### config.mk
export PLATFORM = sky130hd
export DESIGN_NAME = mme_issue_ctrl
export DESIGN_NICKNAME = d
export VERILOG_FILES = /design/src/rtl/mme_pkg.sv /design/src/rtl/mme_scoreboard.sv /design/src/rtl/mme_issue_ctrl.sv
export SDC_FILE = /design/constraint.sdc
export NUM_CORES = 1
export LEC_CHECK = 0
export ABC_AREA = 1
export BUFFER_PORTS_ARGS = -buffer_cell sky130_fd_sc_hd__buf_2
export CORE_MARGIN = 8
export CORE_UTILIZATION = 35
export CTS_CLUSTER_SIZE = 10
export DETAILED_ROUTE_END_ITERATION = 10
export PLACE_DENSITY = 0.61
export SYNTH_ARGS = -nofsm -noshare
export SYNTH_HDL_FRONTEND = slang
export SYNTH_HIERARCHICAL = 1
export SYNTH_SLANG_ARGS = --single-unit
### constraint.sdc
create_clock -name clk -period 4.45 [get_ports clk]
set_clock_uncertainty 0.2 [all_clocks]
set_input_delay 1.335 -clock clk [delete_from_list [all_inputs] [get_ports clk]]
set_output_delay 1.335 -clock clk [all_outputs]
set_load 0.03 [all_outputs]
### src/rtl/mme_pkg.sv
// Shared types for the multimedia issue controller.
// Optional ALU bypass forwarding is enabled by defining MME_FWD_EN.
package mme_pkg;

   localparam int REG_W      = 5;
   localparam int ALU_CTRL_W = 8;
   localparam int IMM_W      = 16;

   typedef struct packed {
      logic [ALU_CTRL_W-1:0] alu_ctrl;
      logic [REG_W-1:0]      rd;
      logic [REG_W-1:0]      rs1;
      logic [REG_W-1:0]      rs2;
      logic [REG_W-1:0]      rs3;
      logic                  use_imm;
      logic [IMM_W-1:0]      imm;
      logic                  wb;
   } mme_dec_t;

   typedef enum logic {
      ST_EMPTY = 1'b0,
      ST_HELD  = 1'b1
   } mme_state_t;

endpackage

### src/rtl/mme_scoreboard.sv
// Per-register pending-write down-counters with three source read ports.
// fwd_ok marks sources whose write lands on the next edge.
module mme_scoreboard
   import mme_pkg::*;
#(
   parameter int NUM_REGS   = 32,
   parameter int WB_LATENCY = 3
) (
   input  logic                  clk,
   input  logic                  rst_n,
   input  logic                  ld,
   input  logic [REG_W-1:0]      ld_rd,
   input  logic [2:0][REG_W-1:0] rs,
   output logic [2:0]            pending,
   output logic [2:0]            fwd_ok,
   output logic                  any_pend
);

   localparam logic [2:0] LD_VAL = 3'(WB_LATENCY - 1);

   logic [2:0] cnt [NUM_REGS];

   // A load on the same edge as a decrement wins; r0 never loads.
   always_ff @(posedge clk or negedge rst_n) begin
      if (!rst_n) begin
         for (int i = 0; i < NUM_REGS; i++) cnt[i] <= '0;
      end else begin
         for (int i = 0; i < NUM_REGS; i++) begin
            if (ld && (i > 0) && (ld_rd == REG_W'(i)))
               cnt[i] <= LD_VAL;
            else if (cnt[i] != '0)
               cnt[i] <= cnt[i] - 3'd1;
         end
      end
   end

   always_comb begin
      pending = '0;
      fwd_ok  = '0;
      for (int s = 0; s < 3; s++) begin
         pending[s] = (rs[s] != '0) && (cnt[rs[s]] != '0);
         fwd_ok[s]  = pending[s] && (cnt[rs[s]] == 3'd1);
      end
   end

   always_comb begin
      any_pend = 1'b0;
      for (int i = 0; i < NUM_REGS; i++)
         any_pend = any_pend | (cnt[i] != '0);
   end

endmodule

### src/rtl/mme_issue_ctrl.sv
// In-order single-entry issue stage with RAW scoreboard and stall counter.
// Define MME_FWD_EN to let cnt==1 sources issue through the ALU bypass.
module mme_issue_ctrl
   import mme_pkg::*;
#(
   parameter int NUM_REGS   = 32,
   parameter int WB_LATENCY = 3
) (
   input  logic                  clk,
   input  logic                  rst_n,
   input  logic                  in_valid,
   output logic                  in_ready,
   input  logic [ALU_CTRL_W-1:0] in_alu_ctrl,
   input  logic [REG_W-1:0]      in_rd,
   input  logic [REG_W-1:0]      in_rs1,
   input  logic [REG_W-1:0]      in_rs2,
   input  logic [REG_W-1:0]      in_rs3,
   input  logic                  in_use_imm,
   input  logic [IMM_W-1:0]      in_imm,
   input  logic                  in_wb,
   input  logic                  flush,
   output logic                  iss_valid,
   output logic [ALU_CTRL_W-1:0] iss_alu_ctrl,
   output logic [REG_W-1:0]      iss_rd,
   output logic [REG_W-1:0]      iss_rs1,
   output logic [REG_W-1:0]      iss_rs2,
   output logic [REG_W-1:0]      iss_rs3,
   output logic                  iss_use_imm,
   output logic [IMM_W-1:0]      iss_imm,
   output logic                  iss_wb,
`ifdef MME_FWD_EN
   output logic [2:0]            iss_fwd,
`endif
   output logic                  busy,
   output logic [15:0]           stall_cnt
);

`ifdef MME_FWD_EN
   localparam logic FWD = 1'b1;
`else
   localparam logic FWD = 1'b0;
`endif

   mme_state_t state_q, state_d;
   mme_dec_t   in_dec, hold_q, iss_q;
   logic       hold_v, hazard, issue, accept;
   logic       any_pend;
   logic [2:0] pending, fwd_ok, blocked;
   logic [2:0][REG_W-1:0] src;

   assign in_dec = '{
      alu_ctrl: in_alu_ctrl,
      rd:       in_rd,
      rs1:      in_rs1,
      rs2:      in_rs2,
      rs3:      in_rs3,
      use_imm:  in_use_imm,
      imm:      in_imm,
      wb:       in_wb
   };

   assign hold_v   = (state_q == ST_HELD);
   assign src      = {hold_q.rs3, hold_q.rs2, hold_q.rs1};
   assign blocked  = pending & ~(fwd_ok & {3{FWD}});
   assign hazard   = hold_v && (blocked != '0);
   assign issue    = hold_v && !hazard && !flush;
   assign in_ready = rst_n && !flush && (!hold_v || issue);
   assign accept   = in_valid && in_ready;
   assign busy     = hold_v || any_pend;

   mme_scoreboard #(
      .NUM_REGS   (NUM_REGS),
      .WB_LATENCY (WB_LATENCY)
   ) u_sb (
      .clk      (clk),
      .rst_n    (rst_n),
      .ld       (issue && hold_q.wb && (hold_q.rd != '0)),
      .ld_rd    (hold_q.rd),
      .rs       (src),
      .pending  (pending),
      .fwd_ok   (fwd_ok),
      .any_pend (any_pend)
   );

   always_ff @(posedge clk or negedge rst_n) begin
      if (!rst_n) state_q <= ST_EMPTY;
      else        state_q <= state_d;
   end

   always_comb begin
      state_d = state_q;
      unique case (state_q)
         ST_EMPTY: if (accept) state_d = ST_HELD;
         ST_HELD: begin
            if (flush)                 state_d = ST_EMPTY;
            else if (issue && !accept) state_d = ST_EMPTY;
         end
      endcase
   end

   always_ff @(posedge clk or negedge rst_n) begin
      if (!rst_n)      hold_q <= '0;
      else if (accept) hold_q <= in_dec;
   end

   always_ff @(posedge clk or negedge rst_n) begin
      if (!rst_n) begin
         iss_valid <= 1'b0;
         iss_q     <= '0;
      end else begin
         iss_valid <= issue;
         if (issue) iss_q <= hold_q;
      end
   end

`ifdef MME_FWD_EN
   always_ff @(posedge clk or negedge rst_n) begin
      if (!rst_n)     iss_fwd <= '0;
      else if (issue) iss_fwd <= pending & fwd_ok;
   end
`endif

   always_ff @(posedge clk or negedge rst_n) begin
      if (!rst_n)
         stall_cnt <= '0;
      else if (hazard && (stall_cnt != 16'hFFFF))
         stall_cnt <= stall_cnt + 16'd1;
   end

   assign iss_alu_ctrl = iss_q.alu_ctrl;
   assign iss_rd       = iss_q.rd;
   assign iss_rs1      = iss_q.rs1;
   assign iss_rs2      = iss_q.rs2;
   assign iss_rs3      = iss_q.rs3;
   assign iss_use_imm  = iss_q.use_imm;
   assign iss_imm      = iss_q.imm;
   assign iss_wb       = iss_q.wb;

endmodule

==> results.md, run 1 <==
- **launch point of the worst path** hold_q[23]$_DFFE_PN0P_
- **detailed router's first-iteration violation count** 1234
- **actual slew at the worst max-slew pin** 827.5 ps
- **normalized max-slew margin** 44.83%
- **violated checks** negative setup slack
- **number of rows created at floorplan** 69
- **Max Slew Vio Count** 0
- **synthesized area** 12700 um2
- **timing-limited maximum frequency** 0.2241 GHz
- **Die Y** 206.5 um
- **hold buffer count at cts** 0
- **R2R cell count** 25
- **startpoint class of the critical path** register
- **average instance area after synthesis** 7.340 um2
- **Area Overhead vs Synth** 16.27%
- **number of maximum-capacitance violations** 0
- **post-route cell area** 14770 um2
- **Pleak** 7.680 nW
- **Final Worst Setup Slack** -11.95 ps
- **endpoint of the most critical register-to-register path** u_sb/cnt[74]$_DFFE_PN0P_
- **global-route wire length before repair** 65300 um
- **required time of the critical path** 2910 ps
- **GPL Wtd Cong** 0.9335
- **placed standard-cell area** 13670 um2
- **maximum fanout along the worst path** 8
- **hold path endpoint** iss_rd[2]$_DFFE_PN0P_
- **antenna violations before repair** 4
- **areal power density over the cells** 840.2 nW/um2
- **total negative slack** -11.95 ps
- **Setup violations, final** 1
- **die area** 42650 um2
- **via count of the first global-routing pass** 11770
- **number of buffers inserted during clock tree synthesis** 26
- **Final Hold Vio Count** 0
- **Sink Count** 206
- **CP Data Arrival Time** 2930 ps
- **number of H-tree levels** 1
- **Warnings, synthesis** 6
- **via count of the routed design** 12080
- **unrepaired setup endpoints after global routing** yes
- **WHS Path Cells** 2
- **grt ovf** 0
- **post-DP HPWL** 29540 um
- **via count normalized by instance count** 5.224
- **flop2flop setup slack** 430 ps
- **hold path start** iss_rd[2]$_DFFE_PN0P_
- **Final period util** 100.3%
- **VDD IR max** 0.4648 mV
- **Worst R2R Start** hold_q[23]$_DFFE_PN0P_
- **number of iterations in the first detailed-routing pass** 6
- **Setup CP Type** reg -> out
- **fraction of final layout cells sized beyond drive strength 1** 14.00%
- **Final Net Count** 1954
- **buffer cell driving the clock tree root** sky130_fd_sc_hd__clkbuf_16
- **largest net degree at the start of global routing** 145
- **area inside the core boundary** 35660 um2
- **Avg WL per Cell** 18.24 um
- **critical path capture point type** primary output
- **Tmin final** 4462 ps
- **commonest non-fill, non-tap cell in the layout** sky130_fd_sc_hd__nand2_1
- **type of the worst min-delay path** reg -> reg
- **number of top-level pins** 115
- **largest buffer count on any clock path** 3
- **clock transition at the register clock pins on the worst setup and hold paths after CTS** 60 ps
- **Post-Syn Instances** 1731
- **clock tree from TritonCTS** yes
- **horizontal die dimension** 206.5 um
- **hold_ws** 268.8 ps
- **GRT Util Overall** 19.23%
- **initial core utilization** 35.63%
- **clock latency on the worst-skew pair** 560 ps
- **run status** finished, violations left
- **routed wire length** 42200 um
- **antenna viol nets, final** 0
- **Synth Net Count** 1846
- **IO Port Bufs** 114
- **commonest cells after routing, fill and taps aside** sky130_fd_sc_hd__nand2_1, sky130_fd_sc_hd__inv_1, sky130_fd_sc_hd__dfrtp_1, sky130_fd_sc_hd__nand3_1, sky130_fd_sc_hd__nor2_1
- **# DRC** 0
[worst max path at each step]
stage / to / slack, ps
global route: in_ready / -150
detailed placement: in_ready / 460
floorplan: in_ready / 800
finish: in_ready / -10
global placement: in_ready / 420
CTS: busy / 30
[repair_timing]
action | 4_1_cts | 5_1_grt
cloned | 1 | 6
pin swaps | 0 | 22
setup buffers | 2 | 5
gates resized for setup | 7 | 42
setup endpoints to repair | 2 | 2
[cell type report]
| class | instances | area [um2] |
|---|---|---|
| diodes | 2 | 5.005 |
| clock buffers | 33 | 706.9 |
| clock inverters | 6 | 55.05 |
| fillers | 3641 | 20880 |
| inverters | 224 | 858.3 |
| multi-input cells | 1228 | 6329 |
| flip-flops and latches | 206 | 5164 |
| well taps | 461 | 576.8 |
| repair buffers | 152 | 1069 |
| repair inverters | 1 | 8.758 |
[flip-flops by register name, indices dropped and copies added, names as in the netlist, 5 cells and up]
register,count
iss_imm,16
iss_rs2,5
iss_rd,5
hold_q,46
iss_alu_ctrl,8
iss_rs1,5
iss_rs3,5
stall_cnt,16
u_sb/cnt,96
[critical path, cell delays in order (launching register included)]
cell,delay (ps)
sky130_fd_sc_hd__dfrtp_4,520
sky130_fd_sc_hd__buf_6,150
sky130_fd_sc_hd__buf_6,120
sky130_fd_sc_hd__clkbuf_16,160
sky130_fd_sc_hd__nand2_1,60
sky130_fd_sc_hd__nand3_1,90
sky130_fd_sc_hd__nand3_2,90
sky130_fd_sc_hd__nor2_2,140
sky130_fd_sc_hd__nand2_1,90
sky130_fd_sc_hd__nand3_1,80
sky130_fd_sc_hd__nand2_1,60
sky130_fd_sc_hd__nor2_1,100
sky130_fd_sc_hd__nor2_1,40
sky130_fd_sc_hd__nor2_1,120
sky130_fd_sc_hd__nand2_2,110
sky130_fd_sc_hd__nand2_2,110
sky130_fd_sc_hd__inv_4,40
sky130_fd_sc_hd__nor2_4,130
sky130_fd_sc_hd__buf_6,150
[through the flow]
step | setup WS [ps] | power, mW | cells | util, %
after floorplan | 797.2 | 8.153 | 1731 | -
after global placement | 418.0 | 9.861 | 2258 | 38.34
after detailed placement | 456.3 | 9.978 | 2258 | 38.34
after CTS | 25.76 | 12.04 | 2300 | 40.64
after global routing | -147.8 | 13.43 | 2311 | 41.41
final | -11.95 | 12.41 | 2313 | 41.43
[where the power goes]
part / internal, mW / leakage, nW / switching [mW] / total [mW]
combinational: 2.46 / 4.83 / 4.37 / 6.84
sequential: 2.78 / 2.48 / 0.856 / 3.64
clock: 1.11 / 0.378 / 0.827 / 1.93
[metal layers]
layer	global-route usage [%]	wire [um]
met1	25.56	18320
met2	29.50	18150
met3	5.752	4155
met4	6.554	1550
met5	0	26
No activity file was read; power rests on OpenSTA's default activity.
==> run 2, diff against run 1 <==
CELL_PAD_IN_SITES_DETAIL_PLACEMENT = 1   (was unset)
CELL_PAD_IN_SITES_GLOBAL_PLACEMENT = 1   (was unset)
PLACE_DENSITY = 0.78   (was 0.61)
clock period = 3.59 ns   (was 4.45 ns; I/O delays follow)
==> results.md, run 2 (synthesis gave the netlist of run 1 again) <==
- **Max Slew Vio Count** 0, unchanged
- **hold buffer count at cts** 0, unchanged
- **violated checks** negative setup slack
- **CP max-delay cell** sky130_fd_sc_hd__dfrtp_2
- **required time of the critical path** 2310 ps, -600 ps
- **clock tree from TritonCTS** yes
- **grt ovf** 0, unchanged
- **routed wire length** 48360 um, +15%
- **areal power density over the cells** 1060 nW/um2, +26%
- **Sw Ratio** 49.65%, +0.86 points
- **count of filler cells inserted in the layout** 4447, +22%
- **cells traversed along the worst timing path** buf_12 -> buf_16 -> nand2_1 -> o21ai_1 -> nand2_1 -> nand3_2 -> nor2_2 -> nand2_1 -> nand3_2 -> nand2_1 -> nor2_1 -> nor2_1 -> nor2_1 -> nand2_2 -> nand2_2 -> inv_2 -> nor2_4 -> buf_6
- **number of buffers inserted during clock tree synthesis** 25, -3.8%
- **number of top-level pins** 115, unchanged
- **Setup CP Type** reg -> out
- **total power** 16.51 mW, +33%
- **type of the worst min-delay path** reg -> reg
- **commonest cells after routing, fill and taps aside** sky130_fd_sc_hd__nand2_1, sky130_fd_sc_hd__dfrtp_1, sky130_fd_sc_hd__inv_1, sky130_fd_sc_hd__nand3_1, sky130_fd_sc_hd__nor2_1
- **number of iterations in the first detailed-routing pass** 5, -1
- **number of maximum-capacitance violations** 0, unchanged
- **# DRC** 0, unchanged
- **largest registers ranked by flip-flop count** u_sb/cnt (96), hold_q (46)
- **IO Port Bufs** 114, unchanged
- **number of H-tree levels** 1, unchanged
- **maximum fanout along the worst path** 6, -2
- **commonest non-fill, non-tap cell in the layout** sky130_fd_sc_hd__nand2_1
- **Avg WL per Cell** 20.51 um, +12%
- **clock transition at the register clock pins on the worst setup and hold paths after CTS** 60 ps, about the same
- **horizontal die dimension** 206.5 um, unchanged
- **GPL Wtd Cong** 0.9297, -0.41%
- **flip-flop count of the largest register, all copies and words added** 96, unchanged
- **VDD IR max** 0.4733 mV, +1.8%
- **area inside the core boundary** 35660 um2, unchanged
- **internal power component** 8.313 mW, +31%
- **run status** finished, violations left
- **largest buffer count on any clock path** 3, unchanged
- **Setup violations, final** 11, +10
- **normalized max-slew margin** 29.66%, -15 points
- **hold_ws** 275.5 ps, +6.656 ps
- **Die Y** 206.5 um, unchanged
- **Final Net Count** 2002, +2.5%
- **global-route wire length before repair** 74930 um, +15%
- **antenna violations before repair** 2, -2
- **GRT Util Overall** 22.14%, +2.9 points
- **Top reg by flops** u_sb/cnt
- **via count of the routed design** 12790, +5.9%
- **Final Worst Setup Slack** -504.1 ps, -492.2 ps
- **most used cell along the critical path** sky130_fd_sc_hd__nand2_1
- **fraction of final layout cells sized beyond drive strength 1** 20.74%, +6.7 points
- **actual slew at the worst max-slew pin** 1051 ps, +223.7 ps
- **startpoint class of the critical path** register
- **Tmin final** 4094 ps
- **largest net degree at the start of global routing** 65, -55%
- **clock latency on the worst-skew pair** 560 ps, about the same
- **fraction of power consumed by combinational cells** 58.3%, +3.2 points
- **flop2flop setup slack** -60 ps, -490 ps
- **proportion of power drawn by the clock network** 14.0%, -1.6 points
- **die area** 42650 um2, unchanged
- **buffer cell driving the clock tree root** sky130_fd_sc_hd__clkbuf_16
- **post-DP HPWL** 34060 um, +15%
- **total negative slack** -1022 ps, -1010 ps
- **Area Overhead vs Synth** 22.60%
- **Pleak** 8.000 nW, +4.2%
- **Sink Count** 206, unchanged
- **unrepaired setup endpoints after global routing** yes
- **number of rows created at floorplan** 69, unchanged
- **worst slack, placed** 2.486 ps, -453.8 ps
- **Final period util** 114.0%
- **detailed router's first-iteration violation count** 982, -20%
- **antenna viol nets, final** 0, unchanged
- **timing-limited maximum frequency** 0.2443 GHz
- **power spent charging and discharging nets** 8.198 mW, +35%
- **initial core utilization** 35.63%, unchanged
- **CP Data Arrival Time** 2820 ps, -110 ps
- **critical path capture point type** primary output
- **via count of the first global-routing pass** 13640, +16%
- **via count normalized by instance count** 5.424, +3.8%
- **Final Hold Vio Count** 0, unchanged
- **worst stage delay on the critical path** 460 ps, -60 ps
- **part of the power in registers** 27.7%, -1.6 points
==> run 2: changes by cell type in the layout (fill, tap and decap cells not counted), sizes merged <==
cell / change
clkbuf: -3
buf: +50
clkinv: -5
inv: +1
clkinvlp: +2
==> run 2: metal layers <==
layer	up-vias	track usage [%]	part of all wire (%)
met4	2	7.864	3.5
met1	6294	28.20	42
met3	118	5.721	8.4
met2	480	35.96	46
li1	5895	-	-
met5	-	0	0.027
==> run 2: repair_timing <==
item,in CTS,in global routing
resized for setup,78,94
gates cloned,3,4
endpoints found under the setup margin,2,61
setup buffers,11,3
pin swaps,24,21
==> run 2: final cells by class <==
type	instances	area, um2	area share, %
sequential	206	5166	33.17
clock inverter	3	30.03	0.1928
clock buffer	32	671.9	4.314
inverter	224	868.3	5.575
multi-input combinational	1228	6706	43.06
timing repair inverter	2	17.52	0.1125
antenna	2	5.005	0.03213
tap	461	576.8	3.703
timing repair buffer	200	1534	9.848
==> run 2: metrics by stage <==
stage	utilization, %	cell area, um2	std cells
2_1_floorplan	-	12700	1731
5_1_grt	43.67	15570	2356
4_1_cts	42.51	15160	2350
6_report	43.69	15580	2358
3_3_place_gp	39.51	14090	2302
3_5_place_dp	39.51	14090	2302
==> run 2: path summary, 6_finish.rpt <==
path                                        start                        to  cells past startpoint
hold reg to reg                iss_wb$_DFFE_PN0P_        iss_wb$_DFFE_PN0P_                      2
min in group asynchronous                   rst_n    hold_q[30]$_DFFE_PN0P_                      2
hold / removal                 iss_wb$_DFFE_PN0P_        iss_wb$_DFFE_PN0P_                      2
setup / recovery           hold_q[23]$_DFFE_PN0P_                  in_ready                     18
setup reg to reg           hold_q[23]$_DFFE_PN0P_  u_sb/cnt[20]$_DFFE_PN0P_                     25
max in group asynchronous                   rst_n    hold_q[28]$_DFFE_PN0P_                      3
==> run 2: critical path: cells and delay by family (launching register included) <==
family / cells / cell delay [ps]
and+or+nand+nor: 13 / 1220
AOI/OAI and AO/OA: 1 / 70
buffers and inverters: 4 / 520
DFF: 1 / 460
==> run 2: power groups by stage <==
| stage | Combinational [mW] | Clock, mW | Sequential, mW |
|---|---|---|---|
| 6_report | 9.63 | 2.31 | 4.57 |
| 3_3_place_gp | 8.17 | 0 | 4.48 |
| 2_1_floorplan | 5.45 | 0 | 4.66 |
| 4_1_cts | 9.06 | 2.37 | 4.53 |
| 3_5_place_dp | 8.53 | 0 | 4.53 |
| 5_1_grt | 10.6 | 2.47 | 4.70 |
